$ cat src/rtl/apb4_master_pkg.sv
// Shared types and helpers for the multi-slave APB4 master.
`timescale 1ns/1ps
package apb4_master_pkg;

    // Transfer sequencer states
    typedef enum logic [1:0] {
        IDLE   = 2'd0,
        SETUP  = 2'd1,
        ACCESS = 2'd2,
        DECERR = 2'd3
    } state_t;

    // Width needed to index n items; never narrower than one bit
    function automatic int sel_w(input int n);
        return (n <= 1) ? 1 : $clog2(n);
    endfunction

endpackage

$ cat src/rtl/apb4_master_nslv_if.sv
// Command, response and APB fabric signals of the multi-slave APB4 master.
// Names are given from the master's point of view.
`timescale 1ns/1ps
interface apb4_master_nslv_if #(
    parameter int ADDR_WIDTH = 32,
    parameter int DATA_WIDTH = 32,
    parameter int NUM_SLAVES = 4
);
    localparam int STRB_W = DATA_WIDTH / 8;

    // command side
    logic                           i_valid;
    logic                           o_ready;
    logic [ADDR_WIDTH-1:0]          i_addr;
    logic                           i_rd0_wr1;
    logic [DATA_WIDTH-1:0]          i_wr_data;
    logic [STRB_W-1:0]              i_wr_strb;
    logic [2:0]                     i_prot;

    // response side
    logic                           o_rsp_valid;
    logic [DATA_WIDTH-1:0]          o_rsp_data;
    logic                           o_rsp_err;
    logic                           o_rsp_timeout;

    // APB fabric
    logic [NUM_SLAVES-1:0]          o_psel;
    logic                           o_penable;
    logic                           o_pwrite;
    logic [ADDR_WIDTH-1:0]          o_paddr;
    logic [DATA_WIDTH-1:0]          o_pwdata;
    logic [STRB_W-1:0]              o_pstrb;
    logic [2:0]                     o_pprot;
    logic [NUM_SLAVES*DATA_WIDTH-1:0] i_prdata;
    logic [NUM_SLAVES-1:0]          i_pready;
    logic [NUM_SLAVES-1:0]          i_pslverr;

    modport master (
        input  i_valid, i_addr, i_rd0_wr1, i_wr_data, i_wr_strb, i_prot,
        output o_ready,
        output o_rsp_valid, o_rsp_data, o_rsp_err, o_rsp_timeout,
        output o_psel, o_penable, o_pwrite, o_paddr, o_pwdata, o_pstrb, o_pprot,
        input  i_prdata, i_pready, i_pslverr
    );

    modport slave (
        output i_valid, i_addr, i_rd0_wr1, i_wr_data, i_wr_strb, i_prot,
        input  o_ready,
        input  o_rsp_valid, o_rsp_data, o_rsp_err, o_rsp_timeout,
        input  o_psel, o_penable, o_pwrite, o_paddr, o_pwdata, o_pstrb, o_pprot,
        output i_prdata, i_pready, i_pslverr
    );

endinterface

$ cat src/rtl/apb_cmd_fifo.sv
// Synchronous command FIFO; the head entry is visible combinationally so the
// sequencer can decode it in the same cycle it pops.
`timescale 1ns/1ps
module apb_cmd_fifo
    import apb4_master_pkg::*;
#(
    parameter type T     = logic [7:0],
    parameter int  DEPTH = 4
) (
    input  logic i_clk_apb,
    input  logic i_rstn_apb,
    input  logic i_push,
    input  T     i_data,
    input  logic i_pop,
    output T     o_data,
    output logic o_full,
    output logic o_empty
);
    localparam int PTR_W = sel_w(DEPTH);

    T                 r_mem [DEPTH];
    logic [PTR_W-1:0] r_wr_ptr;
    logic [PTR_W-1:0] r_rd_ptr;
    logic [PTR_W:0]   r_count;
    logic             w_push;
    logic             w_pop;

    assign o_full  = (r_count == (PTR_W+1)'(DEPTH));
    assign o_empty = (r_count == '0);
    assign w_push  = i_push && !o_full;
    assign w_pop   = i_pop && !o_empty;
    assign o_data  = r_mem[r_rd_ptr];

    // Storage write; contents need no reset because the count gates reads
    always_ff @(posedge i_clk_apb) begin
        if (w_push) begin
            r_mem[r_wr_ptr] <= i_data;
        end
    end

    // Pointers and occupancy; pointers wrap naturally at DEPTH (power of 2)
    always_ff @(posedge i_clk_apb or negedge i_rstn_apb) begin
        if (!i_rstn_apb) begin
            r_wr_ptr <= '0;
            r_rd_ptr <= '0;
            r_count  <= '0;
        end else begin
            if (w_push) r_wr_ptr <= r_wr_ptr + 1'b1;
            if (w_pop)  r_rd_ptr <= r_rd_ptr + 1'b1;
            case ({w_push, w_pop})
                2'b10:   r_count <= r_count + 1'b1;
                2'b01:   r_count <= r_count - 1'b1;
                default: r_count <= r_count;
            endcase
        end
    end

endmodule

$ cat src/rtl/apb4_master_nslv.sv
// Multi-slave APB4 master: queues commands, decodes each to a select line,
// runs the SETUP/ACCESS handshake with a wait-state timeout and returns one
// registered response per command.
`timescale 1ns/1ps
module apb4_master_nslv
    import apb4_master_pkg::*;
#(
    parameter int ADDR_WIDTH   = 32,
    parameter int DATA_WIDTH   = 32,
    parameter int NUM_SLAVES   = 4,
    parameter int SLV_ADDR_LSB = 12,
    parameter int CMD_DEPTH    = 4,
    parameter int TIMEOUT      = 255
) (
    input  logic               i_clk_apb,
    input  logic               i_rstn_apb,
    apb4_master_nslv_if.master bus
);
    localparam int STRB_W = DATA_WIDTH / 8;
    localparam int SEL_W  = sel_w(NUM_SLAVES);
    localparam int CNT_W  = sel_w(TIMEOUT + 1);

    // Command word; widths follow this instance's bus parameters
    typedef struct packed {
        logic [ADDR_WIDTH-1:0] addr;
        logic                  rd0_wr1;
        logic [DATA_WIDTH-1:0] wr_data;
        logic [STRB_W-1:0]     wr_strb;
        logic [2:0]            prot;
    } cmd_t;

    state_t                r_state;
    logic [NUM_SLAVES-1:0] r_psel;
    logic                  r_penable;
    logic                  r_pwrite;
    logic [ADDR_WIDTH-1:0] r_paddr;
    logic [DATA_WIDTH-1:0] r_pwdata;
    logic [STRB_W-1:0]     r_pstrb;
    logic [2:0]            r_pprot;
    logic [CNT_W-1:0]      r_cnt;
    logic                  r_rsp_valid;
    logic [DATA_WIDTH-1:0] r_rsp_data;
    logic                  r_rsp_err;
    logic                  r_rsp_timeout;

    cmd_t                  w_in_cmd;
    cmd_t                  w_head;
    logic                  w_full;
    logic                  w_empty;
    logic                  w_pop;
    logic [SEL_W-1:0]      w_head_idx;
    logic                  w_head_ok;
    logic [NUM_SLAVES-1:0] w_head_psel;
    logic                  w_sel_ready;
    logic                  w_sel_err;
    logic [DATA_WIDTH-1:0] w_sel_rdata;
    logic                  w_tmo;
    logic                  w_done;
    logic                  w_advance;

    assign w_in_cmd = '{addr: bus.i_addr, rd0_wr1: bus.i_rd0_wr1, wr_data: bus.i_wr_data,
                        wr_strb: bus.i_wr_strb, prot: bus.i_prot};

    apb_cmd_fifo #(.T(cmd_t), .DEPTH(CMD_DEPTH)) u_fifo (
        .i_clk_apb  (i_clk_apb),
        .i_rstn_apb (i_rstn_apb),
        .i_push     (bus.i_valid),
        .i_data     (w_in_cmd),
        .i_pop      (w_pop),
        .o_data     (w_head),
        .o_full     (w_full),
        .o_empty    (w_empty)
    );

    // Decode the FIFO head; indices past the last slave become decode errors
    assign w_head_idx  = w_head.addr[SLV_ADDR_LSB +: SEL_W];
    assign w_head_ok   = (int'(w_head_idx) < NUM_SLAVES);
    assign w_head_psel = NUM_SLAVES'(1) << w_head_idx;

    // Return-path mux keyed by the active one-hot select
    always_comb begin
        w_sel_ready = 1'b0;
        w_sel_err   = 1'b0;
        w_sel_rdata = '0;
        for (int k = 0; k < NUM_SLAVES; k++) begin
            if (r_psel[k]) begin
                w_sel_ready = bus.i_pready[k];
                w_sel_err   = bus.i_pslverr[k];
                w_sel_rdata = bus.i_prdata[k*DATA_WIDTH +: DATA_WIDTH];
            end
        end
    end

    // A ready in the same cycle as the limit wins, so timeout requires pready low
    assign w_tmo     = (TIMEOUT != 0) && (r_state == ACCESS) && !w_sel_ready
                       && (r_cnt == CNT_W'(TIMEOUT));
    assign w_done    = (r_state == ACCESS) && (w_sel_ready || w_tmo);
    assign w_advance = (r_state == IDLE) || (r_state == DECERR) || w_done;
    assign w_pop     = w_advance && !w_empty;

    // Sequencer with registered APB outputs, timeout counter and response
    always_ff @(posedge i_clk_apb or negedge i_rstn_apb) begin
        if (!i_rstn_apb) begin
            r_state       <= IDLE;
            r_psel        <= '0;
            r_penable     <= 1'b0;
            r_pwrite      <= 1'b0;
            r_paddr       <= '0;
            r_pwdata      <= '0;
            r_pstrb       <= '0;
            r_pprot       <= '0;
            r_cnt         <= '0;
            r_rsp_valid   <= 1'b0;
            r_rsp_data    <= '0;
            r_rsp_err     <= 1'b0;
            r_rsp_timeout <= 1'b0;
        end else begin
            r_rsp_valid   <= 1'b0;
            r_rsp_data    <= '0;
            r_rsp_err     <= 1'b0;
            r_rsp_timeout <= 1'b0;
            case (r_state)
                SETUP: begin
                    r_penable <= 1'b1;
                    r_cnt     <= '0;
                    r_state   <= ACCESS;
                end
                ACCESS: begin
                    if (w_done) begin
                        r_rsp_valid   <= 1'b1;
                        r_rsp_err     <= w_tmo || w_sel_err;
                        r_rsp_timeout <= w_tmo;
                        r_rsp_data    <= (!r_pwrite && w_sel_ready && !w_sel_err) ? w_sel_rdata : '0;
                    end else begin
                        r_cnt <= r_cnt + 1'b1;
                    end
                end
                DECERR: begin
                    r_rsp_valid <= 1'b1;
                    r_rsp_err   <= 1'b1;
                end
                default: ;
            endcase
            // Load the next command straight into SETUP so transfers run back-to-back
            if (w_advance) begin
                r_penable <= 1'b0;
                if (!w_empty && w_head_ok) begin
                    r_state  <= SETUP;
                    r_psel   <= w_head_psel;
                    r_pwrite <= w_head.rd0_wr1;
                    r_paddr  <= w_head.addr;
                    r_pwdata <= w_head.rd0_wr1 ? w_head.wr_data : '0;
                    r_pstrb  <= w_head.rd0_wr1 ? w_head.wr_strb : '0;
                    r_pprot  <= w_head.prot;
                end else begin
                    r_state  <= w_empty ? IDLE : DECERR;
                    r_psel   <= '0;
                    r_pwrite <= 1'b0;
                    r_paddr  <= '0;
                    r_pwdata <= '0;
                    r_pstrb  <= '0;
                    r_pprot  <= '0;
                end
            end
        end
    end

    assign bus.o_ready       = !w_full;
    assign bus.o_psel        = r_psel;
    assign bus.o_penable     = r_penable;
    assign bus.o_pwrite      = r_pwrite;
    assign bus.o_paddr       = r_paddr;
    assign bus.o_pwdata      = r_pwdata;
    assign bus.o_pstrb       = r_pstrb;
    assign bus.o_pprot       = r_pprot;
    assign bus.o_rsp_valid   = r_rsp_valid;
    assign bus.o_rsp_data    = r_rsp_data;
    assign bus.o_rsp_err     = r_rsp_err;
    assign bus.o_rsp_timeout = r_rsp_timeout;

endmodule

$ cat src/flat_wrapper.sv
// flat-port wrapper written by rule: the top's interface ports become plain ports
module apb4_master_nslv_flat import apb4_master_pkg::*;
#(
    parameter int ADDR_WIDTH   = 32,
    parameter int DATA_WIDTH   = 32,
    parameter int NUM_SLAVES   = 4,
    parameter int SLV_ADDR_LSB = 12,
    parameter int CMD_DEPTH    = 4,
    parameter int TIMEOUT      = 255
)
  (i_clk_apb, i_rstn_apb, bus_i_valid, bus_i_addr, bus_i_rd0_wr1, bus_i_wr_data, bus_i_wr_strb, bus_i_prot, bus_o_ready, bus_o_rsp_valid, bus_o_rsp_data, bus_o_rsp_err, bus_o_rsp_timeout, bus_o_psel, bus_o_penable, bus_o_pwrite, bus_o_paddr, bus_o_pwdata, bus_o_pstrb, bus_o_pprot, bus_i_prdata, bus_i_pready, bus_i_pslverr);
  apb4_master_nslv_if #(.ADDR_WIDTH(ADDR_WIDTH), .DATA_WIDTH(DATA_WIDTH), .NUM_SLAVES(NUM_SLAVES)) bus_i ();
  input  logic i_clk_apb;
  input  logic i_rstn_apb;
  input wire logic [$bits(bus_i.i_valid)-1:0] bus_i_valid;
  input wire logic [$bits(bus_i.i_addr)-1:0] bus_i_addr;
  input wire logic [$bits(bus_i.i_rd0_wr1)-1:0] bus_i_rd0_wr1;
  input wire logic [$bits(bus_i.i_wr_data)-1:0] bus_i_wr_data;
  input wire logic [$bits(bus_i.i_wr_strb)-1:0] bus_i_wr_strb;
  input wire logic [$bits(bus_i.i_prot)-1:0] bus_i_prot;
  output wire logic [$bits(bus_i.o_ready)-1:0] bus_o_ready;
  output wire logic [$bits(bus_i.o_rsp_valid)-1:0] bus_o_rsp_valid;
  output wire logic [$bits(bus_i.o_rsp_data)-1:0] bus_o_rsp_data;
  output wire logic [$bits(bus_i.o_rsp_err)-1:0] bus_o_rsp_err;
  output wire logic [$bits(bus_i.o_rsp_timeout)-1:0] bus_o_rsp_timeout;
  output wire logic [$bits(bus_i.o_psel)-1:0] bus_o_psel;
  output wire logic [$bits(bus_i.o_penable)-1:0] bus_o_penable;
  output wire logic [$bits(bus_i.o_pwrite)-1:0] bus_o_pwrite;
  output wire logic [$bits(bus_i.o_paddr)-1:0] bus_o_paddr;
  output wire logic [$bits(bus_i.o_pwdata)-1:0] bus_o_pwdata;
  output wire logic [$bits(bus_i.o_pstrb)-1:0] bus_o_pstrb;
  output wire logic [$bits(bus_i.o_pprot)-1:0] bus_o_pprot;
  input wire logic [$bits(bus_i.i_prdata)-1:0] bus_i_prdata;
  input wire logic [$bits(bus_i.i_pready)-1:0] bus_i_pready;
  input wire logic [$bits(bus_i.i_pslverr)-1:0] bus_i_pslverr;
  assign bus_i.i_valid = bus_i_valid;
  assign bus_i.i_addr = bus_i_addr;
  assign bus_i.i_rd0_wr1 = bus_i_rd0_wr1;
  assign bus_i.i_wr_data = bus_i_wr_data;
  assign bus_i.i_wr_strb = bus_i_wr_strb;
  assign bus_i.i_prot = bus_i_prot;
  assign bus_o_ready = bus_i.o_ready;
  assign bus_o_rsp_valid = bus_i.o_rsp_valid;
  assign bus_o_rsp_data = bus_i.o_rsp_data;
  assign bus_o_rsp_err = bus_i.o_rsp_err;
  assign bus_o_rsp_timeout = bus_i.o_rsp_timeout;
  assign bus_o_psel = bus_i.o_psel;
  assign bus_o_penable = bus_i.o_penable;
  assign bus_o_pwrite = bus_i.o_pwrite;
  assign bus_o_paddr = bus_i.o_paddr;
  assign bus_o_pwdata = bus_i.o_pwdata;
  assign bus_o_pstrb = bus_i.o_pstrb;
  assign bus_o_pprot = bus_i.o_pprot;
  assign bus_i.i_prdata = bus_i_prdata;
  assign bus_i.i_pready = bus_i_pready;
  assign bus_i.i_pslverr = bus_i_pslverr;
  apb4_master_nslv #(.ADDR_WIDTH(ADDR_WIDTH), .DATA_WIDTH(DATA_WIDTH), .NUM_SLAVES(NUM_SLAVES), .SLV_ADDR_LSB(SLV_ADDR_LSB), .CMD_DEPTH(CMD_DEPTH), .TIMEOUT(TIMEOUT)) u_core (.i_clk_apb(i_clk_apb), .i_rstn_apb(i_rstn_apb), .bus(bus_i));
endmodule
$ cat config.mk
export PLATFORM = sky130hd
export DESIGN_NAME = apb4_master_nslv_flat
export DESIGN_NICKNAME = d
export VERILOG_FILES = /design/src/rtl/apb4_master_pkg.sv /design/src/rtl/apb4_master_nslv_if.sv /design/src/rtl/apb_cmd_fifo.sv /design/src/rtl/apb4_master_nslv.sv /design/src/flat_wrapper.sv
export SDC_FILE = /design/constraint.sdc
export NUM_CORES = 1
export LEC_CHECK = 0
export ABC_CLOCK_PERIOD_IN_PS = 3400
export CORE_ASPECT_RATIO = 1.1
export CORE_MARGIN = 2
export CORE_UTILIZATION = 52
export CTS_CLUSTER_DIAMETER = 60
export DETAILED_ROUTE_END_ITERATION = 8
export PLACE_DENSITY = 0.79
export SLEW_MARGIN = 40
export SYNTH_ARGS = -nofsm -noshare
export SYNTH_HDL_FRONTEND = slang
export SYNTH_HIERARCHICAL = 1
export SYNTH_SLANG_ARGS = --single-unit
$ cat constraint.sdc
create_clock -name i_clk_apb -period 3.4 [get_ports i_clk_apb]
set_clock_uncertainty 0.05 [all_clocks]
set_input_delay 0.68 -clock i_clk_apb [delete_from_list [all_inputs] [get_ports i_clk_apb]]
set_output_delay 0.68 -clock i_clk_apb [all_outputs]
set_load 0.01 [all_outputs]
### Word level (Yosys, flattened, before mapping)

Memories as Yosys holds them, arrays and structs flattened.
Index checks and enable logic that the tools add are counted.

| cells by class | value |
|---|---|
| $add $sub $neg | 5 |
| equal/unequal tests | 8 |
| shifts and indexed selects | 1 |
| muxes and demuxes | 39 |
| reductions and logical operators | 23 |

Operator list:

| cell | count |
|---|---|
| 2-to-1 mux 32 bit | 10 |
| 2-to-1 mux 1 bit | 18 |
| case mux 8 bit (2 select lines) | 1 |
| 2-to-1 mux 4 bit | 3 |
| adder 8 x 1 -> 8 bit (second input constant) | 1 |
| == test 8 bit (second input constant) | 1 |
| logical AND 1 bit | 8 |
| 2-to-1 mux 8 bit | 1 |
| == test 2 bit (second input constant) | 3 |
| case mux 3 bit (2 select lines) | 1 |
| nonzero test 2 bit | 3 |
| logical NOT 1 bit | 5 |
| adder 2 x 1 -> 2 bit (second input constant) | 2 |
| == test 2 x 1 -> 1 bit (second input constant) | 2 |
| logical OR 1 bit | 4 |
| 2-to-1 mux 2 bit | 2 |
| case mux 1 bit (2 select lines) | 2 |
| left shift 1 x 2 -> 4 bit (first input constant) | 1 |
| adder 3 x 1 -> 3 bit (second input constant) | 1 |
| == test 3 bit (second input constant) | 1 |
| logical NOT 3 bit | 1 |
| 2-to-1 mux 3 bit | 1 |
| subtractor 3 x 1 -> 3 bit (second input constant) | 1 |
| logical NOT 2 bit | 1 |
| 2 further kinds | 2 |

| storage, ports and cells | value |
|---|---|
| flip-flop bits (word level) | 129 |
| RAM bits | 288 |
| memories kept | 1 |

Memory list:

| name | depth | width | read ports | clocked after Yosys merged registers in | wr ports | RTL line | RTL |
|---|---|---|---|---|---|---|---|
| u_core.u_fifo.r_mem | 4 | 72 | 1 | 0 | 1 | apb_cmd_fifo.sv:21 | `T r_mem [DEPTH];` |

### Logic depth before layout (Yosys ltp)

Gate-level depths: netlist of the first run.

| depth | value |
|---|---|
| depth in word-level cells | 14 |
| depth in mapped cells | 15 |

### By module

The synthesis of the first run kept the hierarchy.

By module, submodules not included:

| module | instances | cells an instance | area each (µm²) | seq. area each (µm²) |
|---|---|---|---|---|
| apb_cmd_fifo | 1 | 413 | 10817.9 | 8823.5 |
| apb4_master_nslv | 1 | 582 | 5949.5 | 3027.9 |

### Worst setup path after synthesis of the first run

OpenSTA, ideal clock, no wires.

| timing | value |
|---|---|
| path kind | input -> register |
| start point | input bus_i_valid |
| end point | memory u_core/u_fifo/r_mem[0][0] in the netlist's numbering, enable pin |
| library setup time | 0.438 ns |
| arrival | 2.639 ns |
| path slack | 0.273 ns |
| stages | 2 |
| cell sequence | nor2b_2 and2_1 |

| on the way | value |
|---|---|
| word-level cells in the longest chain between the ends | 3 |

Ends and longest elaborated chain:

| item | RTL line | RTL |
|---|---|---|
| start, declared | flat_wrapper.sv:15 | `input wire logic [$bits(bus_i.i_valid)-1:0] bus_i_valid;` |
| logical AND 1 bit | apb_cmd_fifo.sv:30 | `assign w_push = i_push && !o_full;` |
| 2-to-1 mux 1 bit | apb_cmd_fifo.sv:36 | `if (w_push) begin` |
| 2-to-1 mux 1 bit (implied by the code) | apb_cmd_fifo.sv:37 | `r_mem[r_wr_ptr] <= i_data;` |
| end, declared | apb_cmd_fifo.sv:21 |  |

Every way passes these cells.

### Worst setup path after layout of the first run

| timing | value |
|---|---|
| start point | register u_core.r_psel[2] (netlist: u_core/bus.o_psel[2]) |
| end point | register u_core.u_fifo.r_count[2] |

| on the way | value |
|---|---|
| word-level cells in the longest chain between the ends | 12 |

Ends and longest elaborated chain:

| item | RTL line | RTL |
|---|---|---|
| start, declared | apb4_master_nslv.sv:33 | `logic [NUM_SLAVES-1:0] r_psel;` |
| start signal, assigned | apb4_master_nslv.sv:149 | `r_psel <= w_head_psel;` |
| 2-to-1 mux 1 bit (*) (2 in a row) | apb4_master_nslv.sv:86 | `if (r_psel[k]) begin` |
| logical NOT 1 bit | apb4_master_nslv.sv:95 | `assign w_tmo = (TIMEOUT != 0) && (r_state == ACCESS) && !w_sel_ready` |
| logical AND 1 bit | apb4_master_nslv.sv:95 |  |
| logical AND 1 bit | apb4_master_nslv.sv:96 | `&& (r_cnt == CNT_W'(TIMEOUT));` |
| logical OR 1 bit (*) | apb4_master_nslv.sv:97 | `assign w_done = (r_state == ACCESS) && (w_sel_ready \|\| w_tmo);` |
| logical AND 1 bit (*) | apb4_master_nslv.sv:97 |  |
| logical OR 1 bit (*) | apb4_master_nslv.sv:98 | `assign w_advance = (r_state == IDLE) \|\| (r_state == DECERR) \|\| w_done;` |
| logical AND 1 bit (*) | apb4_master_nslv.sv:99 | `assign w_pop = w_advance && !w_empty;` |
| named net u_core.w_pop | apb4_master_nslv.sv:50 | `logic w_pop;` |
| logical AND 1 bit (*) | apb_cmd_fifo.sv:31 | `assign w_pop = i_pop && !o_empty;` |
| named net u_core.u_fifo.w_pop | apb_cmd_fifo.sv:26 | `logic w_pop;` |
| == test 2 x 1 -> 1 bit / == test 2 bit (equally long branches) | apb_cmd_fifo.sv:50 | `case ({w_push, w_pop})` |
| case mux 3 bit (2 select lines) / nonzero test 2 bit (equally long branches) | -- |  |
| end signal, assigned | apb_cmd_fifo.sv:51 | `2'b10: r_count <= r_count + 1'b1;` |
| end signal, assigned | apb_cmd_fifo.sv:52 | `2'b01: r_count <= r_count - 1'b1;` |
| end signal, assigned | apb_cmd_fifo.sv:53 | `default: r_count <= r_count;` |
| end, declared | apb_cmd_fifo.sv:24 | `logic [PTR_W:0] r_count;` |

Mark *: on every way through the listed nets, which the timed path passes. The rest lies on a longest branch.
A chain may end at the register's enable or synchronous reset.

==> results.py, run 1 <==
metrics = {
    "run_status": {
        "status": "complete, no violations",
    },
    "place": {
        "dp_slack_ps": 95.2,
        "post-dp-hpwl_um": 27200,
        "port_buffers": 323,
        "finalWeightedCongestion": 0.873,
    },
    "worst_setup_path": {
        "path_class": "reg -> reg",
        "cp-start-kind": "flip-flop",
        "worst-endpoint-arrival_ps": 3370,
        "crit_path_start": "u_core/bus.o_psel[2]",
        "endpoint_kind": "flip-flop",
        "required_ps": 3810,
        "r2r_start": "u_core/bus.o_psel[2]",
        "crit_fanout": 41,
    },
    "timing": {
        "setup_viol": 0,
        "worst_pin_slew_ps": 722,
        "fin_ws_ps": 441,
        "final-hold-violation-count": 0,
        "layout_min_cycle_time_ps": 2960,
        "drv_slew": 0,
        "fin_crit_sh": 0.870,
        "rsz0062_at_grt": "false",
        "max-slew-margin-rel": 0.518,
        "fin_hold_ws_ps": 67.5,
        "tns_ps": 0,
        "fmax_mhz": 338,
    },
    "die": {
        "initial_core_util": 0.531,
        "fp.dieW_um": 175,
        "io_pins": 324,
        "die_h_um": 192,
        "core-area_um2": 31600,
        "row_count": 68,
        "die_area_um2": 33700,
    },
    "finish": {
        "final_layout_size_suffix_gt1_frac": 0.165,
        "final_common_cell": "clkdlybuf4s50_1",
        "final_nets": 1556,
        "final.fill_count": 2071,
        "area_growth_pct": 31.4,
        "final_cell_mix": "322 x clkdlybuf4s50_1, 288 x edfxtp_1, 124 x dfrtp_1",
    },
    "logic_synthesis": {
        "synth-simple-area-share": 0.0658,
        "synthXorXnorAreaFrac": 0.00522,
        "seq_area_frac_synth": 0.707,
        "syn_avg_cell_area_um2": 16.9,
        "synthMuxAreaShare": 0.148,
        "synthArstFlopShare": 0.308,
        "synth.cell_area_um2": 16800,
        "syn_nets": 1216,
        "synthFlopType": "edfxtp_1",
        "synth_cells": 995,
        "synth_compound_area_frac": 0.0370,
        "ys_ff_latch": 416,
        "netlist-cell-type-count": 44,
        "synth-edff-count": 288,
        "synth_top_family_by_area": "multiplexers",
        "ys_warn_count": 6,
        "synth_fa_ha_area_frac": 0.00791,
    },
    "cts": {
        "path_clk_slew_ps": 60,
        "cts_setup_buffers": 0,
        "clockBufferDepth": 3,
        "clkLatencyLatePin_ps": 540,
        "cts_hold_buf": 0,
        "cts_buffers": 41,
        "cts-htree-levels": 2,
        "cts_root_buf": "clkbuf_16",
        "ctsResizeCount": 0,
        "cts_num_sinks": 416,
        "cts_tree": "done",
    },
    "route": {
        "first_pass_iters": 7,
        "totalWireLength_um": 40900,
        "wl_per_cell_um": 22.8,
        "drc_errors": 0,
        "vias": 9992,
        "detail-route-antenna-nets": 0,
        "via_per_inst": 5.58,
        "drtIter0Drc": 559,
    },
    "global_route": {
        "grt_overflow": 0,
        "grt_antenna_before_repair": 4,
        "grt_usage": 0.240,
        "grt_pass1_vias": 10400,
        "grt_max_degree": 79,
        "grt_pass1_wl_um": 60300,
    },
    "pwr": {
        "total_power_uw": 19200,
        "vdd_drop_max_uv": 834,
        "power.density_nw_per_um2": 872,
        "p_leak_uw": 0.00813,
    },
    "worst_hold_path": {
        "hold_class": "in -> async",
    },
    "flow_run": {
        "cap_violations": 0,
    },
}
## path summary, 6_finish.rpt
check	end	slack (ps)	depth (start not counted)
worst max register to register	u_core/u_fifo/r_count[2]	440	12
max in group asynchronous	u_core/bus.o_paddr[21]	2420	2
worst min-delay path	u_core/bus.o_pwdata[13]	70	1
worst max-delay path	u_core/u_fifo/r_count[2]	440	12
min in group i_clk_apb	u_core/bus.o_paddr[9]	450	1
worst min register to register	u_core/bus.o_paddr[9]	450	1
## cells in the mapped netlist (all sizes together) (7+ instances only)
library cell  instances  area share
clkbuf               35      0.0078
nor3                 35       0.010
nor3b                 7      0.0034
inv                  49       0.011
mux4                 72       0.097
mux2i                39       0.023
nand3                 8      0.0024
xnor2                 7      0.0037
ha                    9      0.0067
mux2                 41       0.028
nor2b                71       0.027
nand2                43       0.010
dfrtp               128        0.19
buf                  25       0.011
a221oi               33       0.017
a21oi                36       0.011
edfxtp              288        0.52
nor2                 35      0.0078
## state kept, by name, indices dropped and copies added, names as in the netlist, 2 cells and up
name / flops
u_core/bus.o_pprot: 3
u_core/r_cnt: 8
u_core/u_fifo/r_mem: 288
u_core/u_fifo/r_wr_ptr: 2
u_core/u_fifo/r_rd_ptr: 2
u_core/bus.o_paddr: 32
u_core/u_fifo/r_count: 3
u_core/r_state: 2
u_core/bus.o_rsp_data: 32
u_core/bus.o_pwdata: 32
u_core/bus.o_psel: 4
u_core/bus.o_pstrb: 4
## metal layers
metal  vias to the layer above  wire length [µm]  track usage
li1                       4455                 -            -
met5                         -                13            0
met2                       396             20700        0.423
met1                      5046             15100        0.278
met3                        93              3470       0.0652
met4                         2              1600       0.0990
## layout make-up
type / count / area [µm²] / share of cell area
Multi-Input combinational cell: 470 / 4450 / 0.202
Inverter: 49 / 184 / 0.00835
Antenna cell: 4 / 10.0 / 0.000454
Clock buffer: 56 / 1120 / 0.0509
Sequential cell: 416 / 11900 / 0.538
Tap cell: 420 / 526 / 0.0238
Timing Repair Buffer: 357 / 3640 / 0.165
Clock inverter: 18 / 243 / 0.0110
## stage by stage
stage | util | cells | instance area (µm²)
5_1_grt | 0.698 | 1787 | 22000
3_3_place_gp | 0.653 | 1710 | 20600
6_report | 0.698 | 1790 | 22000
2_1_floorplan | - | 995 | 16800
3_5_place_dp | 0.655 | 1712 | 20700
4_1_cts | 0.698 | 1786 | 22000
## worst max-delay path, stage by stage, from the launching register on
cell      delay (ps)
dfrtp_2          750
a211oi_2         110
a221o_2          460
nand2_4          100
a21oi_4           70
nor2_1           100
o31a_1           180
ha_1             200
inv_1             60
fa_1             370
xor2_1           150
nor2_1           110
xor2_1           150
## cells by family (layout without fill, tap and decap cells)
logic type	Yosys count	after routing
flops	416	416
buf+inv	109	480
compound gates	87	87
fa+ha+maj	10	10
other cells	0	4
mux	152	152
simple gates	211	211
xor+xnor	10	10
## where the power goes
group	total (µW)	internal [µW]	switching [µW]
clock	4540	2710	1830
sequential	7330	6750	585
combinational	7360	3740	3610
total	19200	13200	6030
(Power assumes the default switching activity.)
==> run 2: changes to the inputs <==
Settings changed: CORE_MARGIN 2 to 1.
==> run 2 against run 1 <==
- core utilization decreased by 0.51 points
- combinational power decreased by 2%
- total power decreased by 2.1%
- sequential share of layout area increased by 0.39 points
- register-to-register slack improved by 210 ps
- die area decreased by 2.2%
- maximum frequency increased by 1.5%
- largest power group is now sequential cells
- highest routed layer unchanged
==> results.py, run 2 (synthesized netlist as in run 1, its figures left out) <==
metrics = {
    "finish": {
        "largest_register_ff_count": 288,
        "final_common_cell": "clkdlybuf4s50_1",
        "final_nets": 1549,
        "area_growth_pct": 30.5,
        "final_cell_mix": "322 x clkdlybuf4s50_1, 288 x edfxtp_1, 124 x dfrtp_1",
        "fin_cells": 1782,
        "final_layout_size_suffix_gt1_frac": 0.157,
        "postLayoutCellArea_um2": 21900,
        "regMostFlops": "u_core/u_fifo/r_mem",
    },
    "worst_setup_path": {
        "cp-start-kind": "flip-flop",
        "endpoint_kind": "output pin",
        "crit_chain": "buf_4, clkdlybuf4s50_1",
        "path_buf_inv": 2,
        "critPathSlowestCell": "clkdlybuf4s50_1",
        "required_ps": 2670,
        "worst-endpoint-arrival_ps": 2180,
        "cpLargestDelayFamily": "buffers and inverters",
        "path_class": "reg -> out",
        "cp_slowest_stage_delay_ps": 630,
        "crit_fanout": 50,
    },
    "cts": {
        "cts_num_sinks": 416,
        "cts_tree": "done",
        "cts_hold_buf": 0,
        "clkLatencyLatePin_ps": 520,
        "ctsResizeCount": 0,
        "cts_root_buf": "clkbuf_16",
        "cts_setup_buffers": 0,
        "clockBufferDepth": 3,
        "cts_buffers": 41,
        "cts-htree-levels": 2,
        "path_clk_slew_ps": 60,
    },
    "pwr": {
        "p_clk_frac": 0.224,
        "pwr-share-comb": 0.383,
        "p_sw_frac": 0.317,
        "pwr-share-seq": 0.393,
        "power.density_nw_per_um2": 860,
        "internal_power_uw": 12900,
        "p_leak_uw": 0.00804,
        "vdd_drop_max_uv": 676,
        "power_switching_uw": 5960,
    },
    "global_route": {
        "grt_max_degree": 79,
        "grt_antenna_before_repair": 3,
        "use_met1": 0.293,
        "grt-busiest-layer": "met2",
        "grt_overflow": 0,
        "grt_usage": 0.245,
        "grt_pass1_wl_um": 60800,
        "grt_pass1_vias": 10300,
        "grt_util_met3": 0.0590,
        "use_met2": 0.426,
    },
    "die": {
        "initial_core_util": 0.531,
        "io_pins": 324,
        "core-area_um2": 31600,
        "die_area_um2": 33000,
        "row_count": 68,
        "die_h_um": 190,
        "fp.dieW_um": 173,
    },
    "timing": {
        "tns_ps": 0,
        "fin_hold_ws_ps": 114,
        "max-slew-margin-rel": 0.537,
        "drv_slew": 0,
        "setup_viol": 0,
        "fin_ws_ps": 486,
        "rsz0062_at_grt": "false",
        "worst_pin_slew_ps": 690,
        "layout_min_cycle_time_ps": 2910,
        "fmax_mhz": 343,
        "fin_crit_sh": 0.857,
        "final-hold-violation-count": 0,
    },
    "route": {
        "totalWireLength_um": 39900,
        "drtIter0Drc": 621,
        "wl_per_cell_um": 22.4,
        "detail-route-antenna-nets": 0,
        "drc_errors": 0,
        "vias": 9794,
        "first_pass_iters": 5,
        "via_per_inst": 5.50,
    },
    "place": {
        "placed_cells": 1705,
        "port_buffers": 323,
        "post-dp-hpwl_um": 26100,
        "dp_slack_ps": 63.0,
        "placed_cell_area_um2": 20600,
        "finalWeightedCongestion": 0.961,
    },
    "worst_hold_path": {
        "hold_class": "in -> async",
    },
    "flow_run": {
        "cap_violations": 0,
    },
    "run_status": {
        "status": "complete, no violations",
    },
}
## run 2: changes by cell type in the layout (fill, tap and decap cells not counted), sizes merged
cell,change
inv,+1
bufinv,-4
buf,-7
clkbuf,+5
diode,-3
## run 2: worst paths after layout
kind | from | endpoint | slack [ps] | depth (start not counted)
worst max-delay path | u_core/bus.o_psel[2] | bus_o_psel[2] | 490 | 2
worst min-delay path | i_rstn_apb | u_core/bus.o_pwdata[11] | 110 | 1
worst max register to register | u_core/bus.o_psel[1] | u_core/u_fifo/r_count[2] | 650 | 12
worst min register to register | u_core/r_cnt[6] | u_core/r_cnt[6] | 440 | 1
max in group asynchronous | i_rstn_apb | u_core/bus.o_rsp_data[9] | 2330 | 2
min in group i_clk_apb | u_core/r_cnt[6] | u_core/r_cnt[6] | 440 | 1
## run 2: metal layers
metal  part of all wire  vias to the layer above
li1                   -                     4425
met3              0.072                       81
met2               0.51                      365
met5            0.00068                        -
met4              0.044                        4
met1               0.37                     4919
## run 2: power groups by stage
stage	registers [µW]	logic, µW	clock network (µW)
2_1_floorplan	7410	4590	0
3_3_place_gp	7420	7060	0
3_5_place_dp	7490	7290	0
4_1_cts	7410	7320	4320
5_1_grt	7510	7770	4510
6_report	7390	7210	4220
## run 2: through the flow
step / utilization / total power (µW)
after floorplan: - / 12000
after CTS: 0.693 / 19100
after global routing: 0.693 / 19800
after detailed placement: 0.653 / 14800
final: 0.693 / 18800
after global placement: 0.652 / 14500
## run 2: area by class of cell
cell class	instances	area [µm²]
repair buffers	350	3590
flip-flops and latches	416	11900
inverters	49	184
clock buffers	61	1140
well taps	420	526
clock inverters	15	124
multi-input cells	470	4450
diodes	1	2.50
fillers	2041	9690
